**config.mk**
```make
export PLATFORM = sky130hd
export DESIGN_NAME = traffic_lights_multi
export DESIGN_NICKNAME = d
export VERILOG_FILES = /design/src/rtl/traffic_lights_multi.sv
export SDC_FILE = /design/constraint.sdc
export NUM_CORES = 1
export LEC_CHECK = 0
export CORE_MARGIN = 1
export CORE_UTILIZATION = 62
export CTS_BUF_LIST = sky130_fd_sc_hd__clkbuf_8
export CTS_CLUSTER_SIZE = 40
export DETAILED_ROUTE_END_ITERATION = 7
export HOLD_SLACK_MARGIN = 0.05
export PLACE_DENSITY = 0.82
export SLEW_MARGIN = 0
export SYNTH_ARGS = -nofsm -noshare
export SYNTH_HDL_FRONTEND = slang
export SYNTH_SLANG_ARGS = --single-unit
```
**constraint.sdc**
```tcl
create_clock -name clk_i -period 10 [get_ports clk_i]
set_clock_uncertainty 0.05 [all_clocks]
set_input_delay 2 -clock clk_i [delete_from_list [all_inputs] [get_ports clk_i]]
set_output_delay 2 -clock clk_i [all_outputs]
set_load 0.05 [all_outputs]
```
**src/rtl/traffic_lights_multi.sv**
```systemverilog
`default_nettype none
// ============================================================================
// Module      : traffic_lights_multi
// Description : Round-robin traffic light controller for N_DIR approaches with
//               all-red clearance, programmable timing and uncontrolled mode.
//               Define TL_MULTI_STATUS_EN to add the phase_o/dir_o status ports.
// Revision    : 1.0 - initial release
// ============================================================================
module traffic_lights_multi #(
    parameter int N_DIR                = 2,
    parameter int BLINK_HALF_PERIOD    = 5,
    parameter int GREEN_BLINKS_NUM     = 4,
    parameter int RED_YELLOW_TIME      = 5,
    parameter int ALL_RED_TIME_DEFAULT = 5,
    parameter int YELLOW_TIME_DEFAULT  = 5,
    parameter int GREEN_TIME_DEFAULT   = 5,
    localparam int DIR_W               = (N_DIR > 1) ? $clog2(N_DIR) : 1
) (
    input  logic             clk_i,
    input  logic             arst_ni,
    input  logic [2:0]       cmd_type_i,
    input  logic             cmd_valid_i,
    input  logic [15:0]      cmd_data_i,
    input  logic [DIR_W-1:0] cmd_dir_i,
    output logic [N_DIR-1:0] red_o,
    output logic [N_DIR-1:0] yellow_o,
`ifdef TL_MULTI_STATUS_EN
    output logic [N_DIR-1:0] green_o,
    output logic [2:0]       phase_o,
    output logic [DIR_W-1:0] dir_o
`else
    output logic [N_DIR-1:0] green_o
`endif
);

    typedef enum logic [2:0] {
        ST_OFF         = 3'd0,
        ST_ALL_RED     = 3'd1,
        ST_RED_YELLOW  = 3'd2,
        ST_GREEN       = 3'd3,
        ST_GREEN_BLINK = 3'd4,
        ST_YELLOW      = 3'd5,
        ST_UNCONTR     = 3'd6
    } state_t;

    localparam logic [2:0] c_cmd_turn_on      = 3'd0;
    localparam logic [2:0] c_cmd_turn_off     = 3'd1;
    localparam logic [2:0] c_cmd_set_uncontr  = 3'd2;
    localparam logic [2:0] c_cmd_set_green    = 3'd3;
    localparam logic [2:0] c_cmd_set_all_red  = 3'd4;
    localparam logic [2:0] c_cmd_set_yellow   = 3'd5;

    localparam logic [15:0] c_all_red_def = 16'(ALL_RED_TIME_DEFAULT);
    localparam logic [15:0] c_yellow_def  = 16'(YELLOW_TIME_DEFAULT);
    localparam logic [15:0] c_green_def   = 16'(GREEN_TIME_DEFAULT);
    localparam logic [15:0] c_ry_len      = (RED_YELLOW_TIME == 0) ? 16'd1 : 16'(RED_YELLOW_TIME);
    localparam logic [15:0] c_blink_len   = (BLINK_HALF_PERIOD == 0) ? 16'd1 : 16'(BLINK_HALF_PERIOD);
    localparam logic [15:0] c_blink_last  = (GREEN_BLINKS_NUM > 1) ? 16'(GREEN_BLINKS_NUM - 1) : 16'd0;
    localparam logic [DIR_W-1:0] c_last_dir  = DIR_W'(N_DIR - 1);
    localparam logic [DIR_W:0]   c_n_dir_ext = (DIR_W + 1)'(N_DIR);

    // A programmed duration of zero still shows the state for one cycle.
    function automatic logic [15:0] f_eff(input logic [15:0] t);
        return (t == 16'd0) ? 16'd1 : t;
    endfunction

    state_t            r_state;
    logic [DIR_W-1:0]  r_dir;
    logic [15:0]       r_cnt;
    logic [15:0]       r_half;
    logic [15:0]       r_len;
    logic [15:0]       r_all_red_time;
    logic [15:0]       r_yellow_time;
    logic [15:0]       r_green_time [N_DIR];
    logic [N_DIR-1:0]  r_red;
    logic [N_DIR-1:0]  r_yellow;
    logic [N_DIR-1:0]  r_green;

    state_t            w_state_nxt;
    logic [DIR_W-1:0]  w_dir_nxt;
    logic [15:0]       w_cnt_nxt;
    logic [15:0]       w_half_nxt;
    logic [15:0]       w_len_nxt;
    logic              w_enter;
    logic              w_done;
    logic [N_DIR-1:0]  w_sel;
    logic [N_DIR-1:0]  w_red_nxt;
    logic [N_DIR-1:0]  w_yellow_nxt;
    logic [N_DIR-1:0]  w_green_nxt;

    // r_len is latched on state entry, so a state in progress keeps its old length.
    assign w_done = (r_cnt == (r_len - 16'd1));
    assign w_sel  = N_DIR'(1) << w_dir_nxt;

    always_ff @(posedge clk_i or negedge arst_ni) begin
        if (!arst_ni) begin
            r_all_red_time <= c_all_red_def;
            r_yellow_time  <= c_yellow_def;
            for (int i = 0; i < N_DIR; i++) begin
                r_green_time[i] <= c_green_def;
            end
        end else if (cmd_valid_i) begin
            case (cmd_type_i)
                c_cmd_set_green: begin
                    if ({1'b0, cmd_dir_i} < c_n_dir_ext) begin
                        r_green_time[cmd_dir_i] <= cmd_data_i;
                    end
                end
                c_cmd_set_all_red: r_all_red_time <= cmd_data_i;
                c_cmd_set_yellow:  r_yellow_time  <= cmd_data_i;
                default: ;
            endcase
        end
    end

    always_ff @(posedge clk_i or negedge arst_ni) begin
        if (!arst_ni) begin
            r_state  <= ST_ALL_RED;
            r_dir    <= '0;
            r_cnt    <= 16'd0;
            r_half   <= 16'd0;
            r_len    <= f_eff(c_all_red_def);
            r_red    <= '1;
            r_yellow <= '0;
            r_green  <= '0;
        end else begin
            r_state  <= w_state_nxt;
            r_dir    <= w_dir_nxt;
            r_cnt    <= w_cnt_nxt;
            r_half   <= w_half_nxt;
            r_len    <= w_len_nxt;
            r_red    <= w_red_nxt;
            r_yellow <= w_yellow_nxt;
            r_green  <= w_green_nxt;
        end
    end

    always_comb begin
        w_state_nxt  = r_state;
        w_dir_nxt    = r_dir;
        w_cnt_nxt    = r_cnt + 16'd1;
        w_half_nxt   = r_half;
        w_len_nxt    = r_len;
        w_enter      = 1'b0;
        w_red_nxt    = '0;
        w_yellow_nxt = '0;
        w_green_nxt  = '0;

        case (r_state)
            ST_ALL_RED: begin
                if (w_done) begin
                    w_state_nxt = ST_RED_YELLOW;
                    w_enter     = 1'b1;
                end
            end
            ST_RED_YELLOW: begin
                if (w_done) begin
                    w_state_nxt = ST_GREEN;
                    w_enter     = 1'b1;
                end
            end
            ST_GREEN: begin
                if (w_done) begin
                    w_state_nxt = ST_GREEN_BLINK;
                    w_enter     = 1'b1;
                end
            end
            ST_GREEN_BLINK: begin
                if (w_done) begin
                    if (r_half >= c_blink_last) begin
                        w_state_nxt = ST_YELLOW;
                        w_enter     = 1'b1;
                    end else begin
                        w_half_nxt = r_half + 16'd1;
                        w_cnt_nxt  = 16'd0;
                    end
                end
            end
            ST_YELLOW: begin
                if (w_done) begin
                    w_state_nxt = ST_ALL_RED;
                    w_dir_nxt   = (r_dir == c_last_dir) ? '0 : r_dir + DIR_W'(1);
                    w_enter     = 1'b1;
                end
            end
            ST_UNCONTR: begin
                if (w_done) begin
                    w_cnt_nxt  = 16'd0;
                    w_half_nxt = {15'd0, ~r_half[0]};
                end
            end
            default: w_cnt_nxt = r_cnt;
        endcase

        // Mode commands override the normal sequencing in any state.
        if (cmd_valid_i) begin
            case (cmd_type_i)
                c_cmd_turn_on: begin
                    w_state_nxt = ST_ALL_RED;
                    w_dir_nxt   = '0;
                    w_enter     = 1'b1;
                end
                c_cmd_turn_off: begin
                    w_state_nxt = ST_OFF;
                    w_enter     = 1'b1;
                end
                c_cmd_set_uncontr: begin
                    w_state_nxt = ST_UNCONTR;
                    w_enter     = 1'b1;
                end
                default: ;
            endcase
        end

        if (w_enter) begin
            w_cnt_nxt  = 16'd0;
            w_half_nxt = 16'd0;
            case (w_state_nxt)
                ST_ALL_RED:                 w_len_nxt = f_eff(r_all_red_time);
                ST_RED_YELLOW:              w_len_nxt = c_ry_len;
                ST_GREEN:                   w_len_nxt = f_eff(r_green_time[w_dir_nxt]);
                ST_GREEN_BLINK, ST_UNCONTR: w_len_nxt = c_blink_len;
                ST_YELLOW:                  w_len_nxt = f_eff(r_yellow_time);
                default:                    w_len_nxt = 16'd1;
            endcase
        end

        // Lamps are decoded from the next state so they register together with it.
        case (w_state_nxt)
            ST_ALL_RED: w_red_nxt = '1;
            ST_RED_YELLOW: begin
                w_red_nxt    = '1;
                w_yellow_nxt = w_sel;
            end
            ST_GREEN: begin
                w_red_nxt   = ~w_sel;
                w_green_nxt = w_sel;
            end
            ST_GREEN_BLINK: begin
                w_red_nxt   = ~w_sel;
                w_green_nxt = w_half_nxt[0] ? w_sel : '0;
            end
            ST_YELLOW: begin
                w_red_nxt    = ~w_sel;
                w_yellow_nxt = w_sel;
            end
            ST_UNCONTR: w_yellow_nxt = w_half_nxt[0] ? '0 : '1;
            default: ;
        endcase
    end

    assign red_o    = r_red;
    assign yellow_o = r_yellow;
    assign green_o  = r_green;

`ifdef TL_MULTI_STATUS_EN
    assign phase_o = r_state;
    assign dir_o   = r_dir;
`endif

endmodule
`default_nettype wire
```
==> impl_metrics.json <==
{
  "outcome": "completed",
  "setup_viol": 0,
  "fin_cells": 759,
  "combPwrFrac_pct": 38.0,
  "dpl_cell_area_mm2": 0.00673,
  "grt_pass1_wl_mm": 25.0,
  "synth_edf_count": 0,
  "min_period_ns": 4.88,
  "r2r-end": "r_len[12]$_DFFE_PN0N_",
  "fillCellCount": 700,
  "peakVddDrop_mv": 0.179,
  "cts_buffers": 17,
  "slowest_delay_ns": 0.53,
  "p_int_mw": 1.15,
  "crit_arrival_ns": 5.19,
  "fp-row-count": 36,
  "first_iter_violations": 357,
  "required_ns": 10.31,
  "cap_viol_max_count": 0,
  "multi_input_area_mm2": 0.00315,
  "num_antenna_cells": 0,
  "core_area_mm2": 0.00986,
  "yosysMostFrequentCell": "dfrtp_1",
  "reg2reg_depth": 12,
  "post_cts_buffers": 0,
  "fp.dieArea_mm2": 0.0107,
  "start_kind": "input port",
  "clock.fmax_mhz": 205,
  "viasPerCell": 6.67,
  "worstMarginPinSlew_ns": 1.28,
  "hold_depth": 2,
  "seq_area_mm2": 0.00307,
  "cts_sinks": 122,
  "cts_resized": 0,
  "rrSetupSlack_ns": 5.29,
  "ys_seq_area_share_pct": 48.1,
  "clockBufferDepth": 2,
  "vias": 5060,
  "finalPower_mw": 1.91,
  "crit_path_max_fanout": 22,
  "routed_wl_mm": 15.2,
  "startpoint": "cmd_valid_i",
  "grtUsageTotal_pct": 31.7,
  "whs_ns": 0.458,
  "die_w_um": 103,
  "seq_power_share_pct": 39.4,
  "p_switching_uw": 759,
  "yosysTopAreaCell": "dfrtp_1",
  "crit_type": "in -> reg",
  "synth_top_area_share_pct": 42.7,
  "yosys-top-cells-area": "dfrtp_1, mux2_2, dfstp_2",
  "synth_nets": 614,
  "place_congestion": 0.953,
  "r2r_start": "r_len[0]$_DFFE_PN1N_",
  "place_ws_ns": 4.85,
  "grt_max_degree": 87,
  "relSlewSlack_pct": 13.9,
  "p_leak_nw": 3.09,
  "setup_ws_ns": 5.12,
  "crit_path_end_kind": "flip-flop",
  "final_nets": 639,
  "path_clk_slew_ns": 0.07,
  "drive_gt1_share_pct": 21.1,
  "hp-start": "r_all_red_time[2]$_DFFE_PN1P_",
  "hold_path_class": "reg -> reg",
  "port_buffers": 28,
  "syn_to_final_growth_pct": 11.5,
  "die_y_um": 103,
  "syn_avg_cell_area_um2": 10.9,
  "synth_common_cells": "dfrtp_1, mux2_2, nor2_1, o21ai_0, nand2_1",
  "dp_cells": 727,
  "rsz0062_at_grt": "no",
  "grt_pass1_vias": 4975,
  "utilization_pct": 72.2,
  "finalSetupTns_ns": 0,
  "crit_chain": "clkdlybuf4s50_1, nor2b_1, nand2_1, a31o_2, inv_1, o31ai_1, or2_4, o21ai_2, nand2_2, o21ai_1",
  "cts_hold_buf": 0,
  "grt_overflow_total": 0,
  "synthDistinctLibCells": 68,
  "async_flop_share_pct": 100,
  "synth_ff_type": "dfrtp_1",
  "p_sw_share_pct": 39.8,
  "ant_nets": 0,
  "insertion_delay_ns": 0.45,
  "start_util_pct": 64.7,
  "wl_per_cell_um": 20.1,
  "syn_inst": 588,
  "yosys_warnings": 0,
  "drc_errors": 0,
  "fin_crit_sh_pct": 48.8,
  "tritoncts": "built",
  "syn_area_mm2": 0.00638,
  "finalHoldViolCount": 0,
  "first_pass_iters": 5,
  "hpwl_mm": 10.7,
  "antenna_found_initial": 0,
  "io-pin-count": 29,
  "stdcell_area_mm2": 0.00712,
  "cts_root_buf": "clkbuf_8",
  "ys_ff_latch": 122,
  "min_to": "r_len[2]$_DFFE_PN1N_",
  "critPathSlowestCell": "o21ai_2",
  "powerDensity_mw_per_mm2": 268,
  "clkPwrFrac_pct": 22.5,
  "finalMaxSlewViolations": 0,
  "h-tree-depth": 4
}
logic make-up after synthesis:
group / after synthesis / share of synthesized area [%]
xor+xnor: 26 / 3.57
fa+ha+maj: 3 / 0.588
mux: 82 / 14.2
simple gates: 190 / 16.8
flops: 122 / 48.1
buf+inv: 36 / 2.90
compound gates: 129 / 13.9
layout by cell type, fill, tap and decap left out, types with 4 or more instances in the layout:
master / instances
a22oi_1: 16
nor2b_1: 6
o21ai_0: 33
nand2b_1: 6
dfstp_2: 13
nor3_1: 17
and3_1: 20
o211ai_1: 4
xnor2_1: 12
nand4_1: 17
mux2i_1: 16
clkbuf_8: 19
a21oi_1: 16
a32o_1: 11
clkdlybuf4s50_1: 27
xor2_1: 14
dfrtp_1: 109
clkinv_2: 4
o31ai_1: 4
nand3_1: 9
inv_1: 11
nand2_1: 24
mux2_2: 64
nor2_1: 41
or3_1: 6
nor4_1: 21
buf_4: 5
o21ai_1: 16
layer usage:
layer  track usage (%)  wire length (um)  up-vias
met5                 0                 0        -
met4              14.4               541        0
met3              7.80               901       47
met2              52.9              7600      217
met1              38.9              6180     2518
li1                  -                 -     2278
registers in the layout (all words and copies together) (netlist names):
signal	flops
r_state	3
r_len	16
r_yellow_time	16
r_dir	1
r_half	16
r_all_red_time	16
yellow_o	2
green_o	2
r_green_time	32
r_cnt	16
red_o	2
how the worst max path moves through the flow:
stage	end	slack, ns
floorplan	yellow_o[0]$_DFF_PN0_	6.03
global placement	r_len[2]$_DFFE_PN1N_	5.00
detailed placement	r_len[6]$_DFFE_PN0N_	4.85
CTS	r_len[11]$_DFFE_PN0N_	5.25
global route	r_len[5]$_DFFE_PN0N_	5.02
finish	r_len[6]$_DFFE_PN0N_	5.12
cell type report:
| type | count | share of cell area (%) |
|---|---|---|
| Multi-Input combinational cell | 430 | 44.2 |
| Sequential cell | 122 | 43.1 |
| Timing Repair Buffer | 32 | 4.32 |
| Clock buffer | 19 | 3.67 |
| Tap cell | 133 | 2.34 |
| Clock inverter | 13 | 1.79 |
| Inverter | 10 | 0.527 |
critical path, delay by kind of cell:
kind,cells,cell delay (ns)
AOI/OAI and AO/OA,4,1.22
buffers and inverters,2,0.59
and+or+nand+nor,4,1.37
power by group through the flow:
stage	clock, mW	combinational (mW)	sequential [mW]
finish	0.430	0.725	0.752
global route	0.457	0.792	0.763
global placement	0	0.682	0.747
CTS	0.436	0.717	0.746
detailed placement	0	0.709	0.753
floorplan	0	0.566	0.724
Note: power is estimated with default switching activity, not from simulation.
